===== src/rtl/ecg_axis_pkg.sv =====
// Shared constants and types for the ECG AXIS front end.
// Used by the derivative/square stage and its core.
package ecg_axis_pkg;

  localparam int DATA_W         = 32;
  localparam int SIG_W          = 16;
  localparam int DERIV_SHIFT    = 3;
  localparam int WARMUP_SAMPLES = 4;

  typedef logic signed [SIG_W-1:0] sample_t;
  typedef logic [2*SIG_W-1:0]      energy_t;

endpackage


===== src/rtl/axis_derivative_square_deriv5_core.sv =====
// Five-point derivative core: delay line, weighted sum, /8 shift.
// Also owns the warm-up counter so the first samples emit no valid.
module deriv5_core #(
  parameter int SIG_W           = 16,
  parameter bit SUPPRESS_WARMUP = 1'b1
) (
  input  logic                    clk,
  input  logic                    rst,
  input  logic                    i_en,
  input  logic                    i_accept,
  input  logic signed [SIG_W-1:0] i_x,
  output logic signed [SIG_W-1:0] o_d,
  output logic                    o_v
);
  import ecg_axis_pkg::*;

  localparam int SUM_W = SIG_W + 3;

  logic signed [SIG_W-1:0] r_x1, r_x2, r_x3, r_x4;
  logic signed [SIG_W-1:0] r_d;
  logic                    r_v;
  logic [2:0]              r_warm;
  logic signed [SUM_W-1:0] w_sum;
  logic signed [SUM_W-1:0] w_shr;
  logic signed [SIG_W-1:0] w_d;
  logic                    w_warm_ok;

  assign w_sum = (SUM_W'(i_x) <<< 1)
               + SUM_W'(r_x1)
               - SUM_W'(r_x3)
               - (SUM_W'(r_x4) <<< 1);

  assign w_shr = w_sum >>> DERIV_SHIFT;
  assign w_d   = SIG_W'(w_shr);

  assign w_warm_ok = !SUPPRESS_WARMUP
                  || (r_warm >= 3'(WARMUP_SAMPLES));

  // Delay line and warm-up counter move only on an accepted sample.
  always_ff @(posedge clk) begin
    if (rst) begin
      r_x1   <= '0;
      r_x2   <= '0;
      r_x3   <= '0;
      r_x4   <= '0;
      r_warm <= '0;
    end else if (i_accept) begin
      r_x1 <= i_x;
      r_x2 <= r_x1;
      r_x3 <= r_x2;
      r_x4 <= r_x3;
      if (r_warm < 3'(WARMUP_SAMPLES))
        r_warm <= r_warm + 3'd1;
    end
  end

  // S1 register: derivative plus valid, bubbles when nothing accepted.
  always_ff @(posedge clk) begin
    if (rst) begin
      r_d <= '0;
      r_v <= 1'b0;
    end else if (i_en) begin
      r_d <= w_d;
      r_v <= i_accept && w_warm_ok;
    end
  end

  assign o_d = r_d;
  assign o_v = r_v;

endmodule


===== src/rtl/axis_derivative_square.sv =====
// Pan-Tompkins derivative-and-square stage with AXIS in/out.
// Whole pipeline advances together; a stalled output freezes it.
module axis_derivative_square #(
  parameter int DATA_W          = ecg_axis_pkg::DATA_W,
  parameter int SIG_W           = ecg_axis_pkg::SIG_W,
  parameter bit SUPPRESS_WARMUP = 1'b1
) (
  input  logic              clk,
  input  logic              rst,
  input  logic [DATA_W-1:0] s_axis_tdata,
  input  logic              s_axis_tvalid,
  output logic              s_axis_tready,
  output logic [DATA_W-1:0] m_axis_tdata,
  output logic              m_axis_tvalid,
  input  logic              m_axis_tready
);
  import ecg_axis_pkg::*;

  logic                      r_tvalid;
  logic [DATA_W-1:0]         r_tdata;
  logic [2*SIG_W-1:0]        r_sq;
  logic                      r_v2;
  logic                      w_en;
  logic                      w_accept;
  logic signed [SIG_W-1:0]   w_x;
  logic signed [SIG_W-1:0]   w_d;
  logic                      w_v1;
  logic signed [2*SIG_W-1:0] w_prod;
  logic                      w_unused_hi;

  assign w_en          = !r_tvalid || m_axis_tready;
  assign s_axis_tready = w_en;
  assign w_accept      = s_axis_tvalid && w_en;
  assign w_x           = s_axis_tdata[SIG_W-1:0];
  assign w_unused_hi   = ^s_axis_tdata[DATA_W-1:SIG_W];

  deriv5_core #(
    .SIG_W           (SIG_W),
    .SUPPRESS_WARMUP (SUPPRESS_WARMUP)
  ) u_core (
    .clk      (clk),
    .rst      (rst),
    .i_en     (w_en),
    .i_accept (w_accept),
    .i_x      (w_x),
    .o_d      (w_d),
    .o_v      (w_v1)
  );

  assign w_prod = (2*SIG_W)'(w_d) * (2*SIG_W)'(w_d);

  // S2 register: square of the derivative, always non-negative.
  always_ff @(posedge clk) begin
    if (rst) begin
      r_sq <= '0;
      r_v2 <= 1'b0;
    end else if (w_en) begin
      r_sq <= $unsigned(w_prod);
      r_v2 <= w_v1;
    end
  end

  // Output register: holds data and valid while downstream stalls.
  always_ff @(posedge clk) begin
    if (rst) begin
      r_tdata  <= '0;
      r_tvalid <= 1'b0;
    end else if (w_en) begin
      r_tdata  <= DATA_W'(r_sq);
      r_tvalid <= r_v2;
    end
  end

  assign m_axis_tdata  = r_tdata;
  assign m_axis_tvalid = r_tvalid;

endmodule


===== config.mk =====
export PLATFORM = sky130hd
export DESIGN_NAME = axis_derivative_square
export DESIGN_NICKNAME = d
export VERILOG_FILES = /design/src/rtl/ecg_axis_pkg.sv /design/src/rtl/axis_derivative_square_deriv5_core.sv /design/src/rtl/axis_derivative_square.sv
export SDC_FILE = /design/constraint.sdc
export NUM_CORES = 1
export LEC_CHECK = 0
export ABC_AREA = 1
export BUFFER_PORTS_ARGS = -buffer_cell sky130_fd_sc_hd__buf_2
export CORE_ASPECT_RATIO = 1.1
export CORE_MARGIN = 5
export CORE_UTILIZATION = 28
export CTS_BUF_LIST = sky130_fd_sc_hd__clkbuf_8 sky130_fd_sc_hd__clkbuf_16
export DETAILED_ROUTE_END_ITERATION = 10
export GPL_ROUTABILITY_DRIVEN = 1
export HOLD_SLACK_MARGIN = 0.12
export MAX_ROUTING_LAYER = met4
export PLACE_DENSITY = 0.45
export REMOVE_ABC_BUFFERS = 1
export SYNTH_ARGS = -nofsm -noshare
export SYNTH_HDL_FRONTEND = slang
export SYNTH_SLANG_ARGS = --single-unit

===== constraint.sdc =====
create_clock -name clk -period 8.7 [get_ports clk]
set_clock_uncertainty 0.05 [all_clocks]
set_input_delay 2.175 -clock clk [delete_from_list [all_inputs] [get_ports clk]]
set_output_delay 2.175 -clock clk [all_outputs]
set_load 0.1 [all_outputs]

-- Word-level counts from Yosys, hierarchy flattened
Cells that the tools add are included.
- bits in registers: 150
- logic and storage cells: 23
- add/sub/neg operators: 4
- multipliers: 1
- $lt $le $gt $ge: 2
- reductions and logical operators: 5
- operators with widths (kind ; count):
    $mul 16x16->32 ; 1
    $sub 18x16->19 ; 1
    $sub 19x17->19 ; 1
    $add 17x16->18 ; 1
    $add 3x1->3 const B ; 1
    $ge 3x3->1 const B ; 1
    $lt 3x3->1 const B ; 1
    $logic_and 1x1->1 ; 2
    $reduce_and 2->1 ; 1
    $logic_not 1->1 ; 1
    $logic_or 1x1->1 ; 1

-- Logic depth before layout (Yosys ltp)
- word-level depth: 4
- gate-level depth with buffers: 30

-- Hierarchy
A second synthesis with hierarchy kept.
- cells, all modules: 2259
- area total of the unflattened synthesis: 17038.8 um2
- modules (own cells, without submodules) (module ; instances ; cells each ; area an instance (um2)):
    axis_derivative_square ; 1 ; 1612 ; 12205.5
    deriv5_core ; 1 ; 647 ; 4833.4

-- Worst setup path before layout
OpenSTA, ideal clock, no wires.
- kind: input -> output
- start: in m_axis_tready
- end: out s_axis_tready
- arrival time: 3504 ps
- data required time: 6475 ps
- slack: 2971 ps
- stages on the path: 4
- path buffers: 2
- path through: nor2_1 > inv_2 > buf_2 > clkbuf_1
- cells in the longest elaborated chain, start to end: 1
- ends and longest elaborated chain (element ; line ; RTL):
    start, declared ; axis_derivative_square.sv:15 ; input logic m_axis_tready
    $logic_or 1x1->1 ; axis_derivative_square.sv:31 ; assign w_en = !r_tvalid || m_axis_tready;
    end, declared ; axis_derivative_square.sv:12 ; output logic s_axis_tready,
No other way between the ends.

-- Final worst setup path
- start: reg u_core.r_d[9] (netlist: u_core.o_d[9])
- end: reg r_sq[15]
- cells in the longest elaborated chain, start to end: 1
- ends and longest elaborated chain (element ; line ; RTL):
    start, declared ; axis_derivative_square_deriv5_core.sv:20 ; logic signed [SIG_W-1:0] r_d;
    start signal, assigned ; axis_derivative_square_deriv5_core.sv:63 ; r_d <= w_d;
    $mul 16x16->32 ; axis_derivative_square.sv:50 ; assign w_prod = (2*SIG_W)'(w_d) * (2*SIG_W)'(w_d);
    end signal, assigned ; axis_derivative_square.sv:58 ; r_sq <= $unsigned(w_prod);
    end, declared ; axis_derivative_square.sv:21 ; logic [2*SIG_W-1:0] r_sq;
No other way between the ends.
A chain may end at the register's enable or synchronous reset.

==> results.cfg <==
[floorplanning]
die_x_um = 244
io_pins = 70
coreArea_um2 = 59700
die_area_um2 = 65200
die-height_um = 267
rows = 94
initial_core_util_pct = 28.2

[clock_network]
postCtsSetupBuffers = 0
clkLatencyLatePin_ns = 0.43
cts_root_buf = clkbuf_16
htreeDepth = 4
hold_buffers = 0
ctsLongestPathBuffers = 2
cts.reportedPaths.clkPinSlew_ns = 0.07
cts_tree = done
cts_resized = 0
numClockSinks = 148
cts-buffers-inserted = 17

[critical_path]
reg2reg_depth = 19
worstSetupEndpointType = flop
critPathTopFamily = adder cells
r2r-start = u_core.o_d[9]
reg2reg_to = r_sq[15]
cpPeakStageDelay_ns = 1.00
cp-start-kind = flop
crit_type = reg -> reg
cp_slowest_cell = dfxtp_1
path_buf_inv = 6
cp.required_ns = 9.03
crit_start = u_core.o_d[9]
cp.arrival_ns = 6.73
crit_top_cell = fa_1
r2r_slack_ns = 2.29
path_cells = buf_4, nand2_1, fa_1, fa_1, fa_1, inv_1, fa_1, fa_1, inv_1, fa_1, inv_1, ha_1, nand2_1, inv_1, a21oi_2, nand3_1, o21ai_0, o211ai_1, inv_1
crit_fanout = 15
path_depth = 19
endpoint = r_sq[15]

[routing]
ant_nets = 0
vias_per_cell = 4.39
drc = 0
drtIter0Drc = 664
vias = 13224
wl_per_cell_um = 14.1
totalWireLength_um = 42400
first_pass_iters = 5

[global_route]
grt_pass1_wl_um = 71000
antenna_found_initial = 0
grt_max_degree = 97
grt_pass1_vias = 13851
grt_use_total_pct = 13.8
overflow = 0

[timing]
drv_slew = 0
timing.fmax_mhz = 156
worst_slack_ns = 2.29
hold_slack_ns = 0.404
rsz0062_at_grt = false
final_hold_viol_count = 0
post-route-period-util_pct = 73.6
period_minus_slack_ns = 6.41
tns_ns = 0
setup_viol = 0
worst_pin_slew_ns = 1.05
relSlewSlack_pct = 30.2

[logic_synthesis]
yosysSeqAreaShare_pct = 17.6
yosys_register_bits = 148
synth.distinct_cells = 34
ys_warn_count = 0
synthesis.area_um2 = 16900
avgSynthCellArea_um2 = 7.60
syn_inst = 2219

[placement]
place_hpwl_um = 34200
finalWeightedCongestion = 0.895
placed_cells = 2982
port_buffers = 52
place_ws_ns = 2.33

[cells_and_area]
antennaDiodeCount = 0
mostFrequentLayoutCells = inv_1, nand2_1, fa_1
final_common_cell = inv_1
syn_to_final_growth_pct = 9.89
layout-drive-gt1-share_pct = 5.75
stdcell_count = 3012
nNetsFinal = 2643
fill_cells = 6538

[min_path]
hp-class = reg -> reg
min-delay-start = r_v2

[status]
outcome = complete, no violations

[run]
maxCapViolCount = 0
layer usage:
layer  GRT usage (%)  wire (um)  up-vias
li1                -          -     6614
met1            17.3      19200     6432
met2            24.6      21600      145
met4            2.50        565        0
met3            1.36        942       33
met5               -          0        -
cell usage after synthesis (all sizes together):
| master | count | share of area, % |
|---|---|---|
| o21a | 1 | 0.045 |
| clkinv | 1 | 0.022 |
| o21ai | 152 | 4.5 |
| or2 | 2 | 0.074 |
| a21oi | 84 | 2.6 |
| nor3 | 12 | 0.42 |
| inv | 582 | 13 |
| nand3 | 75 | 2.3 |
| o211ai | 7 | 0.31 |
| ha | 109 | 8.1 |
| dfxtp | 148 | 18 |
| xnor2 | 4 | 0.21 |
| clkbuf | 57 | 1.3 |
| a31o | 4 | 0.21 |
| nand2 | 405 | 9.0 |
| nand4 | 20 | 0.74 |
| buf | 22 | 0.67 |
| fa | 265 | 31 |
| o21bai | 28 | 1.2 |
| conb | 1 | 0.022 |
| nor2 | 212 | 4.8 |
| xor2 | 22 | 1.1 |
| nand3b | 5 | 0.22 |
| a21o | 1 | 0.045 |
kinds of logic (layout without fill, tap and decap cells):
logic type / after synthesis / after routing / synth area share [%]
AO/OA/AOI/OAI: 277 / 277 / 8.95
AND/OR/NAND/NOR: 731 / 731 / 17.6
other: 1 / 1 / 0.0222
XOR/XNOR: 26 / 26 / 1.35
buffers and inverters: 662 / 687 / 14.9
flip-flops: 148 / 148 / 17.6
adder cells (fa/ha/maj): 374 / 374 / 39.6
sequential cells by signal, indices dropped and copies added, names as in the netlist:
| register | cells |
|---|---|
| m_axis_tdata | 31 |
| r_sq | 31 |
| u_core.o_d | 16 |
| u_core.r_x1 | 16 |
| u_core.r_x2 | 16 |
| u_core.r_x3 | 16 |
| u_core.r_x4 | 16 |
| u_core.r_warm | 3 |
| m_axis_tvalid | 1 |
| r_v2 | 1 |
| u_core.o_v | 1 |
worst min-delay path: cells and delay by family, from the launching register on:
family                 cells  cell delay (ns)
AO/OA/AOI/OAI              1             0.05
buffers and inverters      1             0.06
flip-flops                 1             0.30
worst min path at each step:
stage | to | slack (ns) | cells after the start
floorplan | m_axis_tvalid | 0.38 | 2
global placement | r_v2 | 0.40 | 2
detailed placement | r_v2 | 0.40 | 2
CTS | r_v2 | 0.41 | 2
global route | r_v2 | 0.42 | 2
finish | r_v2 | 0.40 | 2
metrics by stage:
step / util, % / cell area (um2)
final: 31.0 / 18500
after global routing: 31.0 / 18500
after CTS: 31.0 / 18500
after detailed placement: 30.0 / 17900
after global placement: 30.0 / 17900
after floorplan: - / 16500
layout make-up:
type | instances | area (um2) | area share, %
clock buffer | 18 | 439 | 2.37
sequential | 148 | 2960 | 16.0
inverter | 583 | 2190 | 11.8
timing repair buffer | 74 | 425 | 2.30
multi-input combinational | 1409 | 11400 | 61.5
tap | 768 | 961 | 5.19
clock inverter | 12 | 155 | 0.838
Power is left out: the tool's default activity adds up to more than one toggle a clock period on the data nets, which glitch-free logic cannot reach.
